$ cat config.mk
export PLATFORM = sky130hd
export DESIGN_NAME = pipe_ctrl_sched_flat
export DESIGN_NICKNAME = d
export VERILOG_FILES = /design/src/rtl/pipe_ctrl_sched_if.sv /design/src/rtl/pipe_ctrl_sched.sv /design/src/flat_wrapper.sv
export SDC_FILE = /design/constraint.sdc
export NUM_CORES = 1
export LEC_CHECK = 0
export CORE_AREA = 10 10 59 61
export CTS_BUF_LIST = sky130_fd_sc_hd__clkbuf_4
export CTS_CLUSTER_DIAMETER = 200
export CTS_CLUSTER_SIZE = 28
export DETAILED_ROUTE_END_ITERATION = 7
export DIE_AREA = 0 0 69 71
export PLACE_DENSITY = 0.88
export REMOVE_ABC_BUFFERS = 1
export SETUP_SLACK_MARGIN = 0.02
export SKIP_LAST_GASP = 1
export SYNTH_ARGS = -nofsm -noshare
export SYNTH_HDL_FRONTEND = slang
export SYNTH_SLANG_ARGS = --single-unit
$ cat constraint.sdc
create_clock -name clk -period 4.33 [get_ports clk]
set_input_delay 0.866 -clock clk [delete_from_list [all_inputs] [get_ports clk]]
set_output_delay 0.866 -clock clk [all_outputs]
set_load 0.02 [all_outputs]
$ cat src/rtl/pipe_ctrl_sched_if.sv
// Pipeline sequencer bus: hazard/halt requests in, stage controls and debug/perf out.
// master = core side driving requests, slave = the sequencer.
interface pipe_ctrl_sched_if #(
  parameter int CNT_W = 16
);
  logic             raw_stall;
  logic             ctrl_haz;
  logic             mem_busy;
  logic             halt_dec;
  logic             en_pc;
  logic             en_idex;
  logic             en_exmem;
  logic             en_memwb;
  logic             bubble_ex;
  logic             flush_if;
  logic             flush_id;
  logic             halted;
  logic [2:0]       state;
  logic [CNT_W-1:0] stall_cnt;
  logic [CNT_W-1:0] flush_cnt;

  modport master (
    output raw_stall, ctrl_haz, mem_busy, halt_dec,
    input  en_pc, en_idex, en_exmem, en_memwb, bubble_ex, flush_if, flush_id,
           halted, state, stall_cnt, flush_cnt
  );

  modport slave (
    input  raw_stall, ctrl_haz, mem_busy, halt_dec,
    output en_pc, en_idex, en_exmem, en_memwb, bubble_ex, flush_if, flush_id,
           halted, state, stall_cnt, flush_cnt
  );
endinterface

$ cat src/rtl/pipe_ctrl_sched.sv
// Central 5-stage pipeline sequencer: merges mem_busy > ctrl_haz > raw_stall > halt_dec
// into latch enables, bubble and flush controls; owns flush windows and drain-before-halt.
// Optional stall/flush performance counters are built when PIPE_CTRL_PERF_EN is defined.
module pipe_ctrl_sched #(
  parameter int FLUSH_CYCLES = 2,
  parameter int DRAIN_CYCLES = 3,
  parameter int CNT_W        = 16
) (
  input  logic              clk,
  input  logic              rst,
  pipe_ctrl_sched_if.slave  bus
);

  typedef enum logic [2:0] {
    RUN     = 3'd0,
    FLUSH   = 3'd1,
    MEMWAIT = 3'd2,
    DRAIN   = 3'd3,
    HALTED  = 3'd4
  } state_t;

  localparam logic [2:0] FLUSH_RELOAD = 3'(FLUSH_CYCLES - 1);
  localparam logic [2:0] DRAIN_RELOAD = 3'(DRAIN_CYCLES);

  state_t     state_q, state_d, saved_q, saved_d, eff_state;
  logic [2:0] rem_q, rem_d;
  logic       pend_q, pend_d;
  logic       exiting, haz;
  logic       en_pc, en_rest, bubble_ex, flush, halted;

  // On the first idle-memory cycle in MEMWAIT the saved state is evaluated directly,
  // so the restored state's outputs appear with no lost cycle; a recorded ctrl_haz joins in.
  assign exiting   = (state_q == MEMWAIT) && !bus.mem_busy;
  assign eff_state = exiting ? saved_q : state_q;
  assign haz       = bus.ctrl_haz || (exiting && pend_q);

  // Next-state and Mealy output decode
  always_comb begin
    state_d   = state_q;
    saved_d   = saved_q;
    rem_d     = rem_q;
    pend_d    = pend_q;
    en_pc     = 1'b0;
    en_rest   = 1'b0;
    bubble_ex = 1'b0;
    flush     = 1'b0;
    halted    = 1'b0;
    if (rst) begin
      case (eff_state)
        HALTED: halted = 1'b1;
        MEMWAIT: pend_d = pend_q || bus.ctrl_haz;
        default: begin
          if (bus.mem_busy) begin
            state_d = MEMWAIT;
            saved_d = eff_state;
            pend_d  = bus.ctrl_haz;
          end else begin
            pend_d  = 1'b0;
            en_rest = 1'b1;
            if (haz) begin
              en_pc   = 1'b1;
              flush   = 1'b1;
              state_d = (FLUSH_CYCLES > 1) ? FLUSH : RUN;
              rem_d   = FLUSH_RELOAD;
            end else if (eff_state == FLUSH) begin
              en_pc   = 1'b1;
              flush   = 1'b1;
              rem_d   = rem_q - 3'd1;
              state_d = (rem_q == 3'd1) ? RUN : FLUSH;
            end else if (eff_state == DRAIN) begin
              bubble_ex = 1'b1;
              rem_d     = rem_q - 3'd1;
              state_d   = (rem_q == 3'd1) ? HALTED : DRAIN;
            end else begin
              state_d = RUN;
              if (bus.raw_stall) begin
                bubble_ex = 1'b1;
              end else if (bus.halt_dec) begin
                bubble_ex = 1'b1;
                state_d   = DRAIN;
                rem_d     = DRAIN_RELOAD;
              end else begin
                en_pc = 1'b1;
              end
            end
          end
        end
      endcase
    end
  end

  // FSM state, remaining-cycle count, saved state and recorded hazard
  always_ff @(posedge clk or negedge rst) begin
    if (!rst) begin
      state_q <= RUN;
      saved_q <= RUN;
      rem_q   <= '0;
      pend_q  <= 1'b0;
    end else begin
      state_q <= state_d;
      saved_q <= saved_d;
      rem_q   <= rem_d;
      pend_q  <= pend_d;
    end
  end

  assign bus.en_pc     = en_pc;
  assign bus.en_idex   = en_rest;
  assign bus.en_exmem  = en_rest;
  assign bus.en_memwb  = en_rest;
  assign bus.bubble_ex = bubble_ex && !flush;
  assign bus.flush_if  = flush;
  assign bus.flush_id  = flush;
  assign bus.halted    = halted;
  assign bus.state     = state_q;

`ifdef PIPE_CTRL_PERF_EN
  logic [CNT_W-1:0] stall_cnt_q, flush_cnt_q;
  logic             stall_inc, flush_inc;

  assign stall_inc = (eff_state != HALTED) &&
                     (bus.mem_busy || (eff_state == RUN && bus.raw_stall && !haz));
  assign flush_inc = (eff_state != HALTED) && !bus.mem_busy && haz;

  // Saturating performance counters
  always_ff @(posedge clk or negedge rst) begin
    if (!rst) begin
      stall_cnt_q <= '0;
      flush_cnt_q <= '0;
    end else begin
      if (stall_inc && stall_cnt_q != '1) stall_cnt_q <= stall_cnt_q + 1'b1;
      if (flush_inc && flush_cnt_q != '1) flush_cnt_q <= flush_cnt_q + 1'b1;
    end
  end

  assign bus.stall_cnt = stall_cnt_q;
  assign bus.flush_cnt = flush_cnt_q;
`else
  assign bus.stall_cnt = '0;
  assign bus.flush_cnt = '0;
`endif

endmodule

$ cat src/flat_wrapper.sv
// flat-port wrapper written by rule: the top's interface ports become plain ports
module pipe_ctrl_sched_flat 
#(
  parameter int FLUSH_CYCLES = 2,
  parameter int DRAIN_CYCLES = 3,
  parameter int CNT_W        = 16
)
  (clk, rst, bus_raw_stall, bus_ctrl_haz, bus_mem_busy, bus_halt_dec, bus_en_pc, bus_en_idex, bus_en_exmem, bus_en_memwb, bus_bubble_ex, bus_flush_if, bus_flush_id, bus_halted, bus_state, bus_stall_cnt, bus_flush_cnt);
  pipe_ctrl_sched_if #(.CNT_W(CNT_W)) bus_i ();
  input  logic clk;
  input  logic rst;
  input wire logic [$bits(bus_i.raw_stall)-1:0] bus_raw_stall;
  input wire logic [$bits(bus_i.ctrl_haz)-1:0] bus_ctrl_haz;
  input wire logic [$bits(bus_i.mem_busy)-1:0] bus_mem_busy;
  input wire logic [$bits(bus_i.halt_dec)-1:0] bus_halt_dec;
  output wire logic [$bits(bus_i.en_pc)-1:0] bus_en_pc;
  output wire logic [$bits(bus_i.en_idex)-1:0] bus_en_idex;
  output wire logic [$bits(bus_i.en_exmem)-1:0] bus_en_exmem;
  output wire logic [$bits(bus_i.en_memwb)-1:0] bus_en_memwb;
  output wire logic [$bits(bus_i.bubble_ex)-1:0] bus_bubble_ex;
  output wire logic [$bits(bus_i.flush_if)-1:0] bus_flush_if;
  output wire logic [$bits(bus_i.flush_id)-1:0] bus_flush_id;
  output wire logic [$bits(bus_i.halted)-1:0] bus_halted;
  output wire logic [$bits(bus_i.state)-1:0] bus_state;
  output wire logic [$bits(bus_i.stall_cnt)-1:0] bus_stall_cnt;
  output wire logic [$bits(bus_i.flush_cnt)-1:0] bus_flush_cnt;
  assign bus_i.raw_stall = bus_raw_stall;
  assign bus_i.ctrl_haz = bus_ctrl_haz;
  assign bus_i.mem_busy = bus_mem_busy;
  assign bus_i.halt_dec = bus_halt_dec;
  assign bus_en_pc = bus_i.en_pc;
  assign bus_en_idex = bus_i.en_idex;
  assign bus_en_exmem = bus_i.en_exmem;
  assign bus_en_memwb = bus_i.en_memwb;
  assign bus_bubble_ex = bus_i.bubble_ex;
  assign bus_flush_if = bus_i.flush_if;
  assign bus_flush_id = bus_i.flush_id;
  assign bus_halted = bus_i.halted;
  assign bus_state = bus_i.state;
  assign bus_stall_cnt = bus_i.stall_cnt;
  assign bus_flush_cnt = bus_i.flush_cnt;
  pipe_ctrl_sched #(.FLUSH_CYCLES(FLUSH_CYCLES), .DRAIN_CYCLES(DRAIN_CYCLES), .CNT_W(CNT_W)) u_core (.clk(clk), .rst(rst), .bus(bus_i));
endmodule
==> flow_summary.ini <==
[synthesis]
synth_edf_count = 0
synthArstFlopShare_pct = 100
synth_cell_types = 40
syn_area_um2 = 1040
ys_seq_area_share_pct = 24.0
synth_top_area_share_pct = 25.9
syn_inst = 123
netlist_top_cells_area = buf_4, dfrtp_1, a21oi_1
yosysTopAreaCell = buf_4
avgSynthCellArea_um2 = 8.49
ys_warn_count = 0
ys_seq_elements = 10
synth_ff_type = dfrtp_1

[hold_path]
min_path_type = reg -> reg
min-delay-start = u_core.rem_q[2]
holdPathEnd = u_core.rem_q[2]
min_delay_path_depth = 1

[routing]
wl_um = 2440
wl_per_cell_um = 14.6
remaining_drc_errors = 0
vias = 826
ant_nets = 0
drt_first_iter_violations = 26
drt_pass1_iterations = 5
vias_per_cell = 4.95

[finish]
final_cell_mix = conb_1, clkdlybuf4s50_1, dfrtp_1
ff_latch_area_um2 = 250
drive_gt1_share_pct = 10.9
antennaDiodeCount = 0
fin_util_pct = 46.4
fillers = 239
area_delta_synth_final_pct = 6.11
fin_nets = 146
final_common_cell = conb_1
multi_input_area_um2 = 601

[critical_path]
arrival_ps = 3150
worstSetupStartpointType = input pin
cpMaxStageDelayCell = clkdlybuf4s50_1
reg2reg_from = u_core.bus.state[0]
critical_path_required_ps = 3460
path_class = in -> out
path_common_cell = clkdlybuf4s50_1
slowest_delay_ps = 660
end_kind = output pin
reg2reg_depth = 5
reg2reg_to = u_core.rem_q[1]
cp_max_fo = 11
cp_cell_sequence = clkdlybuf4s50_1, or4_4, a21o_2, a21oi_1, clkdlybuf4s50_1
ff2ff_setup_slack_ps = 2370

[timing]
clock_skew_ps = 4.39
fin_crit_sh_pct = 92.8
fin_crit_ps = 4020
final-setup-viol-count = 0
fin_setup_tns_ps = 0
max_freq_mhz = 249
grt_setup_unrepaired = no
hold_violations = 0
slew_viol_final = 0
layout_setup_ws_ps = 311

[floorplanning]
io_pins = 49
core_region_area_um2 = 2390
die_y_um = 71
start_util_pct = 43.8
die_w_um = 69
rows = 18
die_area_um2 = 4900

[grt]
grt_pass1_wl_um = 4000
grt_usage_pct = 9.51
grt_antenna_before_repair = 0
overflow = 0
grt_max_degree = 18
grt_pass1_vias = 884
use_met3_pct = 4.18
use_met1_pct = 10.6
met2_usage_pct = 16.2
top_usage_layer = met2

[pwr]
leakage_nw = 0.512
p_per_area_nw_per_um2 = 342
peakVddDrop_mv = 0.295

[clock_network]
h-tree-depth = 1
cts_buffer_depth = 2
clk_pin_slew_worst_paths_ps = 60
cts-root-buf = clkbuf_4
cts_sinks = 10
cts_setup_buffers = 0
numCtsBuffers = 3
clock_latency_ps = 260
postCtsHoldBufs = 0
tritoncts = yes
cts_resized = 0

[flow_run]
cap_violations = 0

[placed_design]
gp_congestion = 0.837
portBuffers = 16
place.detailed.hpwl_um = 1910
place_ws_ps = 338

[status]
outcome = completed
## where the power goes
part / switching [W] / internal [W]
clock: 0.0000317 / 0.0000333
sequential: 0.0000270 / 0.000110
combinational: 0.000106 / 0.0000715
## cell families after synthesis
kind of cell | after synthesis | synth area share [%]
AOI/OAI and AO/OA | 32 | 23.5
xor gates and xnor gates | 1 | 0.838
adders and majority gates | 2 | 2.39
buffers and inverters | 44 | 29.7
DFF | 10 | 24.0
muxes | 1 | 1.44
other | 1 | 0.359
and+or+nand+nor | 32 | 17.8
## worst max path at each step
stage	slack (ps)	start	to
5_1_grt	280	bus_mem_busy	bus_flush_if
6_report	310	bus_mem_busy	bus_flush_id
4_1_cts	330	bus_mem_busy	bus_flush_id
2_1_floorplan	1240	bus_mem_busy	bus_flush_id
3_3_place_gp	420	bus_mem_busy	bus_flush_if
3_5_place_dp	340	bus_mem_busy	bus_flush_id
## metal layers
| metal | vias up | share of wire (%) |
|---|---|---|
| met5 | - | 0 |
| met4 | 0 | 0.37 |
| met3 | 2 | 7.4 |
| met2 | 35 | 51 |
| met1 | 396 | 41 |
| li1 | 393 | - |
## stage by stage
stage	area, µm²	std cells	hold slack (ps)	total power (W)
4_1_cts	1110	167	526	0.000380
3_3_place_gp	1080	163	489	0.000304
5_1_grt	1110	167	574	0.000411
3_5_place_dp	1080	163	503	0.000311
2_1_floorplan	870	115	473	0.000257
6_report	1110	167	529	0.000380
## critical path, delay by kind of cell
kind	cells	cell delay, ps
AOI/OAI and AO/OA	2	470
and+or+nand+nor	1	570
buffers and inverters	2	1250
## area by class of cell
class | instances | share of cell area, %
flip-flops and latches | 10 | 22.6
multi-input cells | 100 | 54.2
clock inverters | 1 | 0.339
clock buffers | 3 | 2.03
repair buffers | 18 | 15.8
well taps | 30 | 3.39
inverters | 5 | 1.69
## Yosys cell counts (all sizes together), types with 2 or more instances
library cell / n
nor2b: 5
a21oi: 8
a22oi: 2
nor3: 4
a311o: 3
o22a: 3
nand2: 5
a31oi: 2
inv: 5
ha: 2
nor2: 7
o21ai: 3
a22o: 2
buf: 39
a21o: 3
nand2b: 2
dfrtp: 10
## registers in the layout (all words and copies together) (netlist names)
signal and count:
u_core.saved_q 3, u_core.bus.state 3, u_core.pend_q 1, u_core.rem_q 3
Note: power is estimated with default switching activity, not from simulation.
